**src/rtl/eth_tx_pacer_if.sv**
```systemverilog
// Frame handshake between the TX sender and the pacer: request/active in, grant/strobe/busy out.
// The sender holds frame_req until start_grant; no grant is issued while busy.
interface eth_tx_pacer_if;
  logic frame_req;
  logic frame_active;
  logic start_grant;
  logic adv_data;
  logic busy;

  modport master (
    output frame_req,
    output frame_active,
    input  start_grant,
    input  adv_data,
    input  busy
  );

  modport slave (
    input  frame_req,
    input  frame_active,
    output start_grant,
    output adv_data,
    output busy
  );
endinterface

```
**src/rtl/eth_tx_pacer.sv**
```systemverilog
// PHY reset sequencing, debounced speed select, per-speed byte strobe and frame grant with IFG.
// All outputs registered (1-cycle latency); frame_req waits in IDLE while phy_ready is low or the gap runs.
module eth_tx_pacer #(
  parameter int RST_CNT_W = 25,
  parameter int DIV_10M   = 100,
  parameter int DIV_100M  = 10,
  parameter int DBNC_W    = 10,
  parameter int IFG_BYTES = 12
) (
  input  logic       clk125MHz,
  input  logic       rstb,
  input  logic       phy_reset_req,
  input  logic       link_10mb,
  input  logic       link_100mb,
  input  logic       link_1000mb,
  input  logic       force_speed_en,
  input  logic [1:0] force_speed,
  output logic       eth_rst_b,
  output logic       phy_ready,
  output logic [1:0] speed,
  output logic       speed_changed,
  eth_tx_pacer_if.slave tx
);

  localparam int DIV_MAX = (DIV_10M > DIV_100M) ? DIV_10M : DIV_100M;
  localparam int DIV_W   = (DIV_MAX > 2) ? $clog2(DIV_MAX) : 1;
  localparam int GAP_W   = (IFG_BYTES > 2) ? $clog2(IFG_BYTES) : 1;

  localparam logic [1:0] ST_IDLE   = 2'd0;
  localparam logic [1:0] ST_GRANT  = 2'd1;
  localparam logic [1:0] ST_ACTIVE = 2'd2;
  localparam logic [1:0] ST_GAP    = 2'd3;

  logic [RST_CNT_W-1:0] rst_cnt;
  logic [2:0]           link_meta;
  logic [2:0]           link_sync;
  logic [1:0]           cand;
  logic [1:0]           cand_q;
  logic [DBNC_W-1:0]    dbnc_cnt;
  logic                 pending;
  logic                 upd;
  logic [DIV_W-1:0]     div_cnt;
  logic [DIV_W-1:0]     div_last;
  logic                 adv_q;
  logic [1:0]           state;
  logic                 fa_q;
  logic [GAP_W-1:0]     gap_cnt;
  logic                 grant_q;

  // Counter parks once the top bit is set; a request restarts the whole sequence.
  always_ff @(posedge clk125MHz or posedge rstb) begin
    if (rstb) begin
      rst_cnt   <= '0;
      eth_rst_b <= 1'b0;
      phy_ready <= 1'b0;
    end else begin
      if (phy_reset_req)
        rst_cnt <= '0;
      else if (!rst_cnt[RST_CNT_W-1])
        rst_cnt <= rst_cnt + RST_CNT_W'(1);
      eth_rst_b <= rst_cnt[RST_CNT_W-1] | rst_cnt[RST_CNT_W-2];
      phy_ready <= rst_cnt[RST_CNT_W-1];
    end
  end

  always_ff @(posedge clk125MHz or posedge rstb) begin
    if (rstb) begin
      link_meta <= '0;
      link_sync <= '0;
    end else begin
      link_meta <= {link_1000mb, link_100mb, link_10mb};
      link_sync <= link_meta;
    end
  end

  always_comb begin
    cand = speed;
    if (force_speed_en)
      cand = force_speed;
    else if (link_sync[2])
      cand = 2'b11;
    else if (link_sync[1])
      cand = 2'b10;
    else if (link_sync[0])
      cand = 2'b01;
  end

  always_ff @(posedge clk125MHz or posedge rstb) begin
    if (rstb) begin
      cand_q   <= 2'b11;
      dbnc_cnt <= '0;
    end else begin
      cand_q <= cand;
      if (cand != cand_q)
        dbnc_cnt <= '0;
      else if (!(&dbnc_cnt))
        dbnc_cnt <= dbnc_cnt + DBNC_W'(1);
    end
  end

  // cand==cand_q guards the cycle where a saturated counter sees a fresh candidate.
  assign pending = (cand != speed) && (force_speed_en || ((&dbnc_cnt) && (cand == cand_q)));
  assign upd     = pending && (state == ST_IDLE) && !tx.frame_active;

  always_ff @(posedge clk125MHz or posedge rstb) begin
    if (rstb) begin
      speed         <= 2'b11;
      speed_changed <= 1'b0;
    end else begin
      speed_changed <= upd;
      if (upd)
        speed <= cand;
    end
  end

  assign div_last = (speed == 2'b01) ? DIV_W'(DIV_10M - 1) : DIV_W'(DIV_100M - 1);

  always_ff @(posedge clk125MHz or posedge rstb) begin
    if (rstb) begin
      div_cnt <= '0;
      adv_q   <= 1'b0;
    end else begin
      if (upd || (speed == 2'b00) || (speed == 2'b11) || (div_cnt == div_last))
        div_cnt <= '0;
      else
        div_cnt <= div_cnt + DIV_W'(1);
      adv_q <= (speed != 2'b00) && (div_cnt == '0);
    end
  end

  // An unsolicited frame in IDLE skips the grant and is tracked like a granted one.
  always_ff @(posedge clk125MHz or posedge rstb) begin
    if (rstb) begin
      state   <= ST_IDLE;
      fa_q    <= 1'b0;
      gap_cnt <= '0;
      grant_q <= 1'b0;
    end else begin
      fa_q    <= tx.frame_active;
      grant_q <= 1'b0;
      case (state)
        ST_IDLE: begin
          if (tx.frame_active) begin
            state <= ST_ACTIVE;
          end else if (tx.frame_req && phy_ready) begin
            state   <= ST_GRANT;
            grant_q <= 1'b1;
          end
        end
        ST_GRANT: begin
          if (tx.frame_active)
            state <= ST_ACTIVE;
        end
        ST_ACTIVE: begin
          if (fa_q && !tx.frame_active) begin
            state   <= ST_GAP;
            gap_cnt <= '0;
          end
        end
        ST_GAP: begin
          if (adv_q) begin
            if (gap_cnt == GAP_W'(IFG_BYTES - 1))
              state <= ST_IDLE;
            else
              gap_cnt <= gap_cnt + GAP_W'(1);
          end
        end
        default: state <= ST_IDLE;
      endcase
    end
  end

  assign tx.adv_data    = adv_q;
  assign tx.start_grant = grant_q;
  assign tx.busy        = (state != ST_IDLE);

endmodule

```
**src/flat_wrapper.sv**
```systemverilog
// flat-port wrapper written by rule: the top's interface ports become plain ports
module eth_tx_pacer_flat 
#(
  parameter int RST_CNT_W = 25,
  parameter int DIV_10M   = 100,
  parameter int DIV_100M  = 10,
  parameter int DBNC_W    = 10,
  parameter int IFG_BYTES = 12
)
  (clk125MHz, rstb, phy_reset_req, link_10mb, link_100mb, link_1000mb, force_speed_en, force_speed, eth_rst_b, phy_ready, speed, speed_changed, tx_frame_req, tx_frame_active, tx_start_grant, tx_adv_data, tx_busy);
  eth_tx_pacer_if tx_i ();
  input  logic clk125MHz;
  input  logic rstb;
  input  logic phy_reset_req;
  input  logic link_10mb;
  input  logic link_100mb;
  input  logic link_1000mb;
  input  logic force_speed_en;
  input  logic [1:0] force_speed;
  output logic eth_rst_b;
  output logic phy_ready;
  output logic [1:0] speed;
  output logic speed_changed;
  input wire logic [$bits(tx_i.frame_req)-1:0] tx_frame_req;
  input wire logic [$bits(tx_i.frame_active)-1:0] tx_frame_active;
  output wire logic [$bits(tx_i.start_grant)-1:0] tx_start_grant;
  output wire logic [$bits(tx_i.adv_data)-1:0] tx_adv_data;
  output wire logic [$bits(tx_i.busy)-1:0] tx_busy;
  assign tx_i.frame_req = tx_frame_req;
  assign tx_i.frame_active = tx_frame_active;
  assign tx_start_grant = tx_i.start_grant;
  assign tx_adv_data = tx_i.adv_data;
  assign tx_busy = tx_i.busy;
  eth_tx_pacer #(.RST_CNT_W(RST_CNT_W), .DIV_10M(DIV_10M), .DIV_100M(DIV_100M), .DBNC_W(DBNC_W), .IFG_BYTES(IFG_BYTES)) u_core (.clk125MHz(clk125MHz), .rstb(rstb), .phy_reset_req(phy_reset_req), .link_10mb(link_10mb), .link_100mb(link_100mb), .link_1000mb(link_1000mb), .force_speed_en(force_speed_en), .force_speed(force_speed), .eth_rst_b(eth_rst_b), .phy_ready(phy_ready), .speed(speed), .speed_changed(speed_changed), .tx(tx_i));
endmodule
```
**config.mk**
```make
export PLATFORM = sky130hd
export DESIGN_NAME = eth_tx_pacer_flat
export DESIGN_NICKNAME = d
export VERILOG_FILES = /design/src/rtl/eth_tx_pacer_if.sv /design/src/rtl/eth_tx_pacer.sv /design/src/flat_wrapper.sv
export SDC_FILE = /design/constraint.sdc
export NUM_CORES = 1
export LEC_CHECK = 0
export BUFFER_PORTS_ARGS = -buffer_cell sky130_fd_sc_hd__buf_4
export CORE_ASPECT_RATIO = 0.6
export CORE_MARGIN = 2
export CORE_UTILIZATION = 45
export CTS_BUF_LIST = sky130_fd_sc_hd__clkbuf_16
export CTS_CLUSTER_DIAMETER = 100
export DETAILED_ROUTE_END_ITERATION = 8
export HOLD_SLACK_MARGIN = 0.05
export PLACE_DENSITY_LB_ADDON = 0.08
export SYNTH_ARGS = -nofsm -noshare
export SYNTH_HDL_FRONTEND = slang
export SYNTH_SLANG_ARGS = --single-unit
export TNS_END_PERCENT = 20
```
**constraint.sdc**
```tcl
create_clock -name clk125MHz -period 3 [get_ports clk125MHz]
set_clock_uncertainty 0.2 [all_clocks]
set_input_delay 0.3 -clock clk125MHz [delete_from_list [all_inputs] [get_ports clk125MHz]]
set_output_delay 0.3 -clock clk125MHz [all_outputs]
set_load 0.01 [all_outputs]
```
==> results of run 1 <==
per-stage QoR:
stage | power (mW) | area (µm²) | hold slack [ns]
floorplan | 1.44 | 3050 | 0.131
global placement | 1.59 | 3280 | 0.133
detailed placement | 1.60 | 3280 | 0.135
CTS | 2.51 | 3590 | 0.0733
global route | 2.64 | 3590 | 0.0888
finish | 2.48 | 3590 | 0.0680
critical path: stages (launching register included):
cell and delay (ns):
dfrtp_1 0.39, ha_1 0.23, nand3_2 0.11, or2_1 0.35
a221o_1 0.44, nor2_4 0.17, mux2_4 0.31
logic make-up (layout without fill, tap and decap cells):
| kind of cell | Yosys count | count (layout) | share of synthesized area |
|---|---|---|---|
| multiplexers | 6 | 6 | 0.0230 |
| AO/OA/AOI/OAI | 28 | 28 | 0.0559 |
| buffers and inverters | 18 | 52 | 0.0251 |
| adder cells (fa/ha/maj) | 9 | 9 | 0.0370 |
| XOR/XNOR | 37 | 37 | 0.106 |
| flip-flops | 64 | 64 | 0.527 |
| AND/OR/NAND/NOR | 136 | 136 | 0.225 |
worst paths after layout:
check                                         to  slack (ns)                start  cells past startpoint
max                              u_core.speed[1]        0.73   u_core.dbnc_cnt[0]                      6
min                        u_core.tx.start_grant        0.07         tx_frame_req                      3
max reg2reg                      u_core.speed[1]        0.73   u_core.dbnc_cnt[0]                      6
min reg2reg                  u_core.link_sync[0]        0.15  u_core.link_meta[0]                      0
max in group asynchronous       u_core.cand_q[1]        1.62                 rstb                      4
min in group asynchronous      u_core.gap_cnt[2]        0.33                 rstb                      3
sequential cells by signal, summed over array words and instances (netlist names):
name	count
u_core.rst_cnt	25
u_core.dbnc_cnt	10
u_core.div_cnt	7
u_core.gap_cnt	4
u_core.link_meta	3
u_core.link_sync	3
u_core.cand_q	2
u_core.speed	2
u_core.state	2
u_core.eth_rst_b	1
u_core.fa_q	1
u_core.phy_ready	1
u_core.speed_changed	1
u_core.tx.adv_data	1
u_core.tx.start_grant	1
timing repair:
| action | 4_1_cts | 5_1_grt |
|---|---|---|
| setup endpoints to repair | 0 | 0 |
| gates resized for setup | 0 | 0 |
| hold buffers | 5 | 0 |
| endpoints found under the hold margin | 22 | 0 |
power groups by stage:
| stage | clock network (mW) | logic, mW | registers, mW |
|---|---|---|---|
| 2_1_floorplan | 0 | 0.380 | 1.06 |
| 3_3_place_gp | 0 | 0.505 | 1.09 |
| 3_5_place_dp | 0 | 0.513 | 1.09 |
| 4_1_cts | 0.917 | 0.520 | 1.08 |
| 5_1_grt | 0.964 | 0.587 | 1.09 |
| 6_report | 0.890 | 0.511 | 1.07 |
area by class of cell:
type                            count  share of cell area
Tap cell                           87              0.0303
Inverter                           11              0.0115
Timing Repair Buffer               25              0.0593
Clock buffer                        9              0.0628
Sequential cell                    64               0.448
Multi-Input combinational cell    216               0.380
Clock inverter                      7             0.00802
placed cells by master (no fill, tap or decap), drive strengths merged, types with 2 or more instances in the layout:
master,count
clkbuf,9
xnor2,7
a21oi,11
nand4,12
nand3,21
o21ai,9
mux2,2
dlygate4sd3,5
buf,20
nor2b,4
nand2b,4
dfrtp,60
xor2,30
nor2,52
a21o,2
clkinv,7
nor3,4
inv,11
ha,9
or3,2
dfstp,4
mux2i,4
or2,3
and4,2
nand2,16
and3,11
layer usage:
layer	GRT usage	share of wire	vias up
li1	-	-	1067
met1	0.263	0.56	984
met2	0.227	0.39	26
met3	0.0734	0.039	7
met4	0.0609	0.010	0
met5	0	0	-
==> metrics.yaml, run 1 <==
outcome:
  status: "complete, no violations"
layout:
  syn2layout_area_growth_pct: 17.7
  final_cells: 419
  fill_cells: 605
  multi_input_area_mm2: 0.00136
  nets: 347
  n_antenna_cell: 0
  fin_util: 0.542
  drive_above_1_share: 0.145
  register_area_mm2: 0.00161
synth:
  syn_area_mm2: 0.00305
  yosys-top-cells-count: "dfrtp_1 (60), nor2_1 (51), xor2_1 (30)"
  synth_cell_type_count: 45
  ys.flop_type: "dfrtp_1"
  synth_top_area_frac: 0.493
  synth_edf_count: 0
  synth_warnings: 0
  synth_most_common_cell: "dfrtp_1"
  seq_area_frac_synth: 0.527
  synth.net_count: 318
  synth_area_leaders: "dfrtp_1 (49%), xor2_1 (8.6%), nor2_1 (6.3%)"
  async_reset_ff_frac: 1.00
  synth-seq-cells: 64
  synth.avg_cell_area_um2: 10.2
  postSynthCellCount: 298
  yosysTopAreaCell: "dfrtp_1"
timing:
  max_clock_freq_mhz: 440
  slew_violations: 0
  slew_headroom: 0.617
  setup_tns_ns: 0
  rsz0062_at_grt: "no"
  hold_viol: 0
  fin_crit_ns: 2.27
  worst_pin_slew_ns: 0.571
  finalSetupViolCount: 0
  fin_crit_sh: 0.757
  finalWorstSetupSlack_ns: 0.728
cts:
  clock_sinks: 64
  root_buffer: "clkbuf_16"
  cts_htree_levels: 3
  clkTransAtPathRegs_ns: 0.05
  clk_latency_ns: 0.33
  cts_tree: "built"
  postCtsSetupBuffers: 0
  clockBufferDepth: 2
  cts_buffers: 9
pwr:
  p_sw_mw: 0.734
  clockPowerShare: 0.359
  intPower_mw: 1.74
  swShare: 0.296
  leakage_nw: 1.65
  seqPwrFrac: 0.434
  power.density_mw_per_mm2: 690
  peakVddDrop_mv: 0.377
  power_frac_comb: 0.206
place:
  place_ws_ns: 0.730
  gp_congestion: 0.746
  dp.cells: 398
  hpwl_um: 3820
  numPortBuffers: 18
floorplanning:
  die_h_um: 67.7
  start_util: 0.460
  dieArea_mm2: 0.00747
  io_pins: 19
  fp-row-count: 23
  die_width_um: 110
  core_area_mm2: 0.00662
global_route:
  antenna_found_initial: 0
  grt_pass1_vias: 1978
  grt_pass1_wl_um: 9760
  grt_usage: 0.177
  grt_max_degree: 47
  grt_overflow_total: 0
detailed_routing:
  drtIter0Drc: 100
  detail_route.vias_per_cell: 4.97
  finalWirelength_um: 5650
  drtPass1Iterations: 4
  wl_per_cell_um: 13.5
  drc: 0
  via_count: 2084
  ant_nets: 0
critical_path:
  crit_path_max_fanout: 7
  critPathKind: "reg -> reg"
  cp.arrival_ns: 2.33
  crit_path_end_kind: "flip-flop"
  critPathLaunchType: "flip-flop"
  critPathRequiredTime_ns: 3.05
job:
  cap_violations: 0
hold_path:
  hold_class: "in -> reg"
No activity file was read; power rests on OpenSTA's default activity.
==> run 2, diff against run 1 <==
==> constraint.sdc (replaced) <==
create_clock -name clk125MHz -period 2.35 [get_ports clk125MHz]
set_clock_uncertainty 0.2 [all_clocks]
set_input_delay 0.235 -clock clk125MHz [delete_from_list [all_inputs] [get_ports clk125MHz]]
set_output_delay 0.235 -clock clk125MHz [all_outputs]
set_load 0.01 [all_outputs]
==> run 2 against run 1 <==
Count of clock-buffer cells in the layout is the same. First-iteration DRC count grew 19%. Non-clock buffer count grew 6. Sequential share of layout area shrank 0.92 points. Power grew 33%. Worst hold slack gained 0.0020 ns. Largest cell class unchanged. Highest routed layer unchanged.
==> metrics.yaml, run 2 (synthesized netlist as in run 1, its figures left out) <==
pwr:
  seqPwrFrac: 0.418
  peakVddDrop_mv: 0.547
  swShare: 0.290
  leakage_nw: 1.69
  intPower_mw: 2.34
  power.density_mw_per_mm2: 899
  power_frac_comb: 0.200
  p_sw_mw: 0.957
  clockPowerShare: 0.381
detailed_routing:
  drtPass1Iterations: 4
  drtIter0Drc: 119
  via_count: 2166
  finalWirelength_um: 5830
  detail_route.vias_per_cell: 5.10
  wl_per_cell_um: 13.7
  drc: 0
  ant_nets: 0
critical_path:
  critPathRequiredTime_ns: 2.36
  slowest_delay_ns: 0.53
  critPathKind: "in -> reg"
  crit_path_max_fanout: 7
  cp_slowest_cell: "dlygate4sd3_1"
  crit_family: "compound AO/OA/AOI/OAI gates"
  crit_path_end_kind: "flip-flop"
  cp.arrival_ns: 2.21
  path_cells: "dlygate4sd3_1 -> buf_4 -> nor2b_1 -> a211oi_1 -> a21oi_1 -> a221o_1 -> o21ai_2 -> nor2_1"
  critPathLaunchType: "input port"
  crit_buf_inv: 2
layout:
  drive_above_1_share: 0.154
  fill_cells: 592
  final_cells: 425
  layout_common_cells: "dfrtp_1 (60), nor2_1 (51), xor2_1 (30), buf_4 (23), nand3_1 (20)"
  largest_reg_flops: 25
  syn2layout_area_growth_pct: 20.2
  nets: 353
  n_antenna_cell: 0
  regMostFlops: "u_core.rst_cnt"
  final_common_cell: "dfrtp_1"
  reg_top3: "u_core.rst_cnt x25, u_core.dbnc_cnt x10, u_core.div_cnt x7"
floorplanning:
  fp-row-count: 23
  io_pins: 19
  dieArea_mm2: 0.00747
  start_util: 0.460
  die_h_um: 67.7
  die_width_um: 110
  core_area_mm2: 0.00662
timing:
  hold_viol: 0
  finalSetupViolCount: 0
  worst_pin_slew_ns: 0.364
  fin_crit_ns: 2.21
  fin_crit_sh: 0.939
  max_clock_freq_mhz: 453
  slew_headroom: 0.757
  slew_violations: 0
  rsz0062_at_grt: "no"
  setup_tns_ns: 0
cts:
  cts_buffers: 9
  clockBufferDepth: 2
  clock_sinks: 64
  clk_latency_ns: 0.33
  postCtsSetupBuffers: 0
  cts_tree: "built"
  clkTransAtPathRegs_ns: 0.05
  holdBufCountCts: 7
  root_buffer: "clkbuf_16"
  cts_resized: 0
  cts_htree_levels: 3
place:
  hpwl_um: 3780
  numPortBuffers: 18
  dp.cells: 402
  gp_congestion: 0.761
global_route:
  grt_overflow_total: 0
  grt_pass1_vias: 2035
  grt_max_degree: 65
  grt_usage: 0.180
  antenna_found_initial: 0
  grt_pass1_wl_um: 9820
hold_path:
  hold_class: "in -> reg"
outcome:
  status: "complete, no violations"
job:
  cap_violations: 0
## run 2: cell types whose count changed in the layout (fill, tap and decap cells not counted)
cell / change
dlygate4sd3_1: +2
bufinv_16: +1
clkinv_2: -1
clkinv_1: -1
buf_4: +4
inv_1: +1
## run 2: final timing paths
kind	to	depth (start not counted)	slack [ns]	start
max in group asynchronous	u_core.cand_q[1]	4	1.30	rstb
min in group asynchronous	u_core.gap_cnt[0]	4	0.33	rstb
worst max-delay path	u_core.div_cnt[2]	8	0.14	force_speed_en
worst max register to register	u_core.div_cnt[2]	6	0.17	u_core.dbnc_cnt[0]
worst min register to register	u_core.link_sync[2]	0	0.15	u_core.link_meta[2]
worst min-delay path	u_core.rst_cnt[18]	2	0.07	phy_reset_req
## run 2: routing by layer
layer	GRT usage	share of wire	vias to the layer above
li1	-	-	1079
met4	0.0750	0.018	0
met1	0.254	0.54	1050
met2	0.239	0.41	31
met3	0.0753	0.038	6
met5	0	0	-
## run 2: layout make-up
cell class | count | area [µm²] | area share
multi-input combinational | 216 | 1360 | 0.372
clock buffer | 9 | 225 | 0.0615
timing repair buffer | 31 | 263 | 0.0717
clock inverter | 7 | 53.8 | 0.0147
inverter | 11 | 41.3 | 0.0113
tap | 87 | 109 | 0.0297
sequential | 64 | 1610 | 0.439
## run 2: stage by stage
stage / utilization / hold slack, ns / instance area (µm²) / setup slack, ns / power (mW)
floorplan: - / 0.0664 / 3050 / 0.188 / 1.83
global placement: 0.501 / 0.133 / 3310 / 0.218 / 2.03
detailed placement: 0.501 / 0.136 / 3310 / 0.177 / 2.05
CTS: 0.553 / 0.0613 / 3660 / 0.162 / 3.33
global route: 0.553 / 0.0674 / 3660 / 0.0421 / 3.49
finish: 0.553 / 0.0699 / 3660 / 0.144 / 3.29
## run 2: power by group through the flow
stage               logic, mW  clock network, mW  registers (mW)
floorplan               0.485                  0            1.35
CTS                     0.667               1.29            1.37
detailed placement      0.659                  0            1.39
global route            0.762               1.33            1.39
global placement        0.646                  0            1.39
finish                  0.660               1.26            1.38
## run 2: worst reg2reg max path, delay by kind of cell, from the launching register on
family | cells | cell delay, ns
AOI/OAI and AO/OA | 2 | 0.74
and+or+nand+nor | 3 | 0.48
DFF | 1 | 0.40
adders and majority gates | 1 | 0.25
